**src/rtl/sdram_read_arbiter.sv**
```systemverilog
// sdram_read_arbiter
//    Two-client round-robin front end for the SDRAM read master. Each client
//    posts a burst read (byte base, byte length, fixed-location flag). Commands
//    are launched one at a time on the shared master control bus. The returned
//    word stream is steered to the granted client with a valid/ready handshake.
//
// Ports
//    clk_clk, reset_reset        clock, async active-high reset
//    reqN_valid/base/length/fixed  client N command (held until reqN_ack)
//    reqN_ack                    1-cycle pulse, command captured
//    reqN_data/data_valid/ready  word stream to client N
//    reqN_done                   1-cycle pulse, request complete
//    ctrl_*                      read master control bus (go/done/base/length)
//    ctrl_early_done             accepted but not used for sequencing
//    user_read_buffer            pop strobe to the read master FIFO
//    user_buffer_output_data     FIFO head word
//    user_data_available         FIFO not empty
//    busy                        transfer in progress
//    grant                       client owning the current/last transfer
//
// state  | meaning
// IDLE   | arbitrate; capture winner's command, pulse its ack
// LAUNCH | command registered; raise ctrl_go on the way out
// STREAM | forward words to the granted client until counter empty and done
// FINISH | pulse the granted client's done, then back to IDLE

module sdram_read_arbiter #(
   parameter int ADDR_W = 25,
   parameter int DATA_W = 16
) (
   input  logic              clk_clk,
   input  logic              reset_reset,

   input  logic              req0_valid,
   input  logic [ADDR_W-1:0] req0_base,
   input  logic [ADDR_W-1:0] req0_length,
   input  logic              req0_fixed,
   output logic              req0_ack,
   output logic [DATA_W-1:0] req0_data,
   output logic              req0_data_valid,
   input  logic              req0_data_ready,
   output logic              req0_done,

   input  logic              req1_valid,
   input  logic [ADDR_W-1:0] req1_base,
   input  logic [ADDR_W-1:0] req1_length,
   input  logic              req1_fixed,
   output logic              req1_ack,
   output logic [DATA_W-1:0] req1_data,
   output logic              req1_data_valid,
   input  logic              req1_data_ready,
   output logic              req1_done,

   output logic              ctrl_fixed_location,
   output logic [ADDR_W-1:0] ctrl_read_base,
   output logic [ADDR_W-1:0] ctrl_read_length,
   output logic              ctrl_go,
   input  logic              ctrl_done,
   input  logic              ctrl_early_done,

   output logic              user_read_buffer,
   input  logic [DATA_W-1:0] user_buffer_output_data,
   input  logic              user_data_available,

   output logic              busy,
   output logic              grant
);

   typedef enum logic [1:0] {IDLE, LAUNCH, STREAM, FINISH} state_t;

   state_t            state;
   logic [ADDR_W-1:0] word_cnt;
   logic              done_seen;
   logic              rr_last;

   logic              pick_valid;
   logic              pick;
   logic [ADDR_W-1:0] sel_base;
   logic [ADDR_W-1:0] sel_length;
   logic              sel_fixed;
   logic              streaming;
   logic              cnt_nz;
   logic              g_ready;
   logic              pop;
   logic              last_pop;
   logic              unused_early_done;

   assign unused_early_done = ctrl_early_done;

   // Tie goes to the client that did not win last time.
   always_comb begin
      pick_valid = req0_valid | req1_valid;
      if (req0_valid && req1_valid) pick = ~rr_last;
      else                          pick = req1_valid;
      sel_base   = pick ? req1_base   : req0_base;
      sel_length = pick ? req1_length : req0_length;
      sel_fixed  = pick ? req1_fixed  : req0_fixed;
   end

   assign streaming = (state == STREAM);
   assign cnt_nz    = (word_cnt != '0);
   assign g_ready   = grant ? req1_data_ready : req0_data_ready;

   // Never pop past the requested word count, even if the FIFO still has data.
   assign pop              = streaming & cnt_nz & user_data_available & g_ready;
   assign last_pop         = pop & (word_cnt == ADDR_W'(1));
   assign user_read_buffer = pop;

   assign req0_data_valid = streaming & cnt_nz & ~grant & user_data_available;
   assign req1_data_valid = streaming & cnt_nz &  grant & user_data_available;
   assign req0_data       = (streaming & ~grant) ? user_buffer_output_data : '0;
   assign req1_data       = (streaming &  grant) ? user_buffer_output_data : '0;

   assign busy = (state != IDLE);

   always_ff @(posedge clk_clk or posedge reset_reset) begin
      if (reset_reset) begin
         state               <= IDLE;
         word_cnt            <= '0;
         done_seen           <= 1'b0;
         rr_last             <= 1'b1;
         grant               <= 1'b0;
         req0_ack            <= 1'b0;
         req1_ack            <= 1'b0;
         req0_done           <= 1'b0;
         req1_done           <= 1'b0;
         ctrl_go             <= 1'b0;
         ctrl_fixed_location <= 1'b0;
         ctrl_read_base      <= '0;
         ctrl_read_length    <= '0;
      end else begin
         req0_ack  <= 1'b0;
         req1_ack  <= 1'b0;
         req0_done <= 1'b0;
         req1_done <= 1'b0;
         ctrl_go   <= 1'b0;

         case (state)
            IDLE: begin
               if (pick_valid) begin
                  ctrl_read_base      <= sel_base;
                  ctrl_read_length    <= sel_length;
                  ctrl_fixed_location <= sel_fixed;
                  // Odd trailing byte is dropped: only whole words are moved.
                  word_cnt            <= sel_length >> 1;
                  grant               <= pick;
                  rr_last             <= pick;
                  if (pick) req1_ack <= 1'b1;
                  else      req0_ack <= 1'b1;
                  if (sel_length[ADDR_W-1:1] == '0) state <= FINISH;
                  else                              state <= LAUNCH;
               end
            end

            LAUNCH: begin
               ctrl_go   <= 1'b1;
               done_seen <= 1'b0;
               state     <= STREAM;
            end

            STREAM: begin
               if (pop)       word_cnt  <= word_cnt - ADDR_W'(1);
               if (ctrl_done) done_seen <= 1'b1;
               if ((last_pop || !cnt_nz) && (done_seen || ctrl_done))
                  state <= FINISH;
            end

            FINISH: begin
               if (grant) req1_done <= 1'b1;
               else       req0_done <= 1'b1;
               state <= IDLE;
            end

            default: state <= IDLE;
         endcase
      end
   end

endmodule

```
**config.mk**
```make
export PLATFORM = sky130hd
export DESIGN_NAME = sdram_read_arbiter
export DESIGN_NICKNAME = d
export VERILOG_FILES = /design/src/rtl/sdram_read_arbiter.sv
export SDC_FILE = /design/constraint.sdc
export NUM_CORES = 1
export LEC_CHECK = 0
export ABC_CLOCK_PERIOD_IN_PS = 3500
export BUFFER_PORTS_ARGS = -buffer_cell sky130_fd_sc_hd__buf_2
export CAP_MARGIN = 10
export CORE_UTILIZATION = 30
export CTS_CLUSTER_DIAMETER = 40
export DETAILED_ROUTE_END_ITERATION = 8
export SYNTH_ARGS = -nofsm -noshare
export SYNTH_HDL_FRONTEND = slang
export SYNTH_SLANG_ARGS = --single-unit
```
**constraint.sdc**
```tcl
create_clock -name clk_clk -period 3.5 [get_ports clk_clk]
set_input_delay 0.35 -clock clk_clk [delete_from_list [all_inputs] [get_ports clk_clk]]
set_output_delay 0.35 -clock clk_clk [all_outputs]
set_load 0.01 [all_outputs]
```
==> out/results.txt <==
Max_slew headroom -> 33.1%
Post CTS Setup Buffer Count -> 0
Syn_area_per_cell -> 9.50 sq um
Worst Path Required -> 3150 ps
CTS Buffer Depth -> 2
Total wire length -> 15200 um
DIE AREA -> 16200 sq um
Cell with the most instances after synthesis -> dfrtp_1
Number of synthesized register bits -> 86
Initial antenna violation count -> 0
Clk Latency, worst-skew pair -> 340 ps
Commonest cells in the netlist -> dfrtp_1 (85), o21ai_0 (55), nand2_1 (53)
Synth area leaders -> dfrtp_1 (45%), mux2i_1 (8.5%), o21ai_0 (5.8%), nand2_1 (4.2%), a222oi_1 (3.0%)
IO Pins -> 220
Clock power share -> 18.7%
Distinct cells, synth -> 62
Crit path launch type -> flop
Routability cong. -> 0.857
Largest stage delay, worst path -> 620 ps
R2R Setup Slk -> 810 ps
Max-cap viol count -> 0
Period utilisation layout -> 82.2%
Pre-CTS WS -> 848 ps
Power Density -> 814 nW/um^2
Syn_nets -> 631
Fin. Hold Viols -> 0
Layout cells sized above 1 -> 36.7%
RSZ-0062 raised after global routing -> false
Worst Path Max Fanout -> 17
Final setup skew -> 3.74 ps
Clk sinks -> 86
CTS tree -> built
Via count -> 4821
Logic pwr share -> 45.2%
Share of flip-flops with an asynchronous set or reset -> 100%
Final setup fails -> 0
1st-pass router iterations -> 6
Final worst slack -> 623 ps
Initial Util -> 30.9%
First-pass GRT wire length -> 24000 um
DR WL/cell -> 16.5 um
# hold bufs at CTS -> 0
Crit Path Category -> flop to output port
DRC -> 0
P_int -> 0.00299 W
Hold crit path type -> primary input to asynchronous set/reset pin
EDFF count, synth -> 0
Synth warn -> 0
Initial DRC count -> 415
Die height -> 127 um
Area Growth Syn to Fin -> 34.6%
Total GRT Usage -> 18.8%
Worst-Margin Slew -> 1000 ps
CTS Buf Count -> 9
Root Driver -> clkbuf_16
Max Fclk -> 348 MHz
Final HPWL DP -> 11700 um
Rows -> 45
# diodes -> 0
Crit end category -> output port
Placeable core area -> 15300 sq um
Final Non-Filler Cells -> 922
Clk pin slew, worst setup/hold paths -> 60 ps
Max H-tree Level -> 3
Sw Share -> 42.1%
Global route overflow -> 0
Setup TNS -> 0 ps
Fin nets -> 840
Slew Viols, Final -> 0
Most common cell on crit path -> inv_1
Yosys top cell by area -> dfrtp_1
Critical path cell sequence -> inv_1 -> ha_1 -> inv_1 -> buf_4 -> nor2_1 -> and3_1 -> buf_2
Sequential share of power -> 36.1%
Util after Layout -> 41.6%
Worst vdd ir -> 0.301 mV
Leak Pwr -> 3.21 nW
Top-area cell type share of the netlist area -> 45.0%
Fin crit period -> 2880 ps
Cts repair resizes -> 0
DRT antenna net count -> 0
NetSw -> 0.00218 W
Mapped cell area -> 4720 sq um
Number of global-route vias before repair -> 4596
Placed Cells incl. Taps -> 906
CP arrival -> 2530 ps
Syn Inst Count -> 497
Most used flip-flop cell after synthesis -> dfrtp_1
Die Wd -> 127 um
Slowest stage cell, crit path -> nor2_1
Status -> complete, no violations
Largest net degree at the start of global routing -> 59
Sequential area share after synthesis -> 45.6%
IO Port Bufs -> 218
Via-to-Cell Ratio -> 5.23
area by class of cell:
class / instances / area (sq um)
clock buffers: 10 / 229
clock inverters: 6 / 70.1
well taps: 211 / 264
inverters: 28 / 106
repair buffers: 228 / 1170
multi-input cells: 353 / 2370
flip-flops and latches: 86 / 2150
fillers: 1528 / 8900
metrics by stage:
step	hold slack, ps	instance area (sq um)	power (W)
floorplan	471	4720	0.00331
global placement	460	6060	0.00414
detailed placement	467	6060	0.00422
CTS	121	6350	0.00520
global route	150	6350	0.00558
finish	101	6350	0.00517
layer usage:
metal / vias up / wire (um) / global-route usage, %
met1: 2321 / 6720 / 25.1
met5: - / 0 / 0
met3: 10 / 1280 / 4.40
met4: 0 / 93 / 3.85
li1: 2250 / - / -
met2: 240 / 7160 / 31.1
layout by cell type, fill, tap and decap left out, drive strengths merged, types with 2 or more instances in the layout:
cell,instances
a21o,3
a21oi,10
a222oi,14
a22o,3
and2,19
and3,17
buf,228
clkbuf,10
clkinvlp,3
dfrtp,85
ha,7
inv,29
mux2,4
mux2i,40
nand2,53
nand2b,3
nand3,10
nand4,7
nor2,19
nor3,11
nor4,16
nor4b,3
o211ai,4
o21a,7
o21ai,58
o221ai,4
o22ai,2
o31a,4
o32a,5
o32ai,2
or3,4
or4,3
worst paths after layout:
path / from / end / cells after the start
setup / recovery: state[0] / req0_data_valid / 7
hold / removal: reset_reset / ctrl_read_base[11] / 2
setup reg to reg: state[0] / word_cnt[18] / 8
hold reg to reg: ctrl_read_length[5] / ctrl_read_length[5] / 2
max in group asynchronous: reset_reset / word_cnt[11] / 3
min in group clk_clk: req0_base[15] / ctrl_read_base[15] / 3
sequential cells by signal, indices dropped and copies added, names as in the netlist:
| name | count |
|---|---|
| ctrl_fixed_location | 1 |
| ctrl_go | 1 |
| ctrl_read_base | 25 |
| ctrl_read_length | 25 |
| done_seen | 1 |
| grant | 1 |
| req0_ack | 1 |
| req0_done | 1 |
| req1_ack | 1 |
| req1_done | 1 |
| rr_last | 1 |
| state | 2 |
| word_cnt | 25 |
cell families (layout without fill, tap and decap cells):
| group | count (synthesis) | count (layout) | synth area share, % |
|---|---|---|---|
| muxes | 44 | 44 | 9.43 |
| AOI/OAI and AO/OA | 131 | 131 | 19.0 |
| adders and majority gates | 7 | 7 | 1.85 |
| buffers and inverters | 58 | 272 | 4.77 |
| and+or+nand+nor | 171 | 171 | 19.3 |
| DFF | 86 | 86 | 45.6 |
critical path: cells and delay by family (launching register included):
kind	cells	cell delay [ps]
DFF	1	410
and+or+nand+nor	2	870
adders and majority gates	1	360
buffers and inverters	4	540
power by group through the flow:
| stage | registers (W) | logic [W] | clock network (W) |
|---|---|---|---|
| after global placement | 0.00185 | 0.00229 | 0 |
| after floorplan | 0.00193 | 0.00137 | 0 |
| after detailed placement | 0.00187 | 0.00235 | 0 |
| final | 0.00187 | 0.00234 | 0.000969 |
| after global routing | 0.00193 | 0.00262 | 0.00103 |
| after CTS | 0.00186 | 0.00235 | 0.000989 |
No activity file was read; power rests on OpenSTA's default activity.
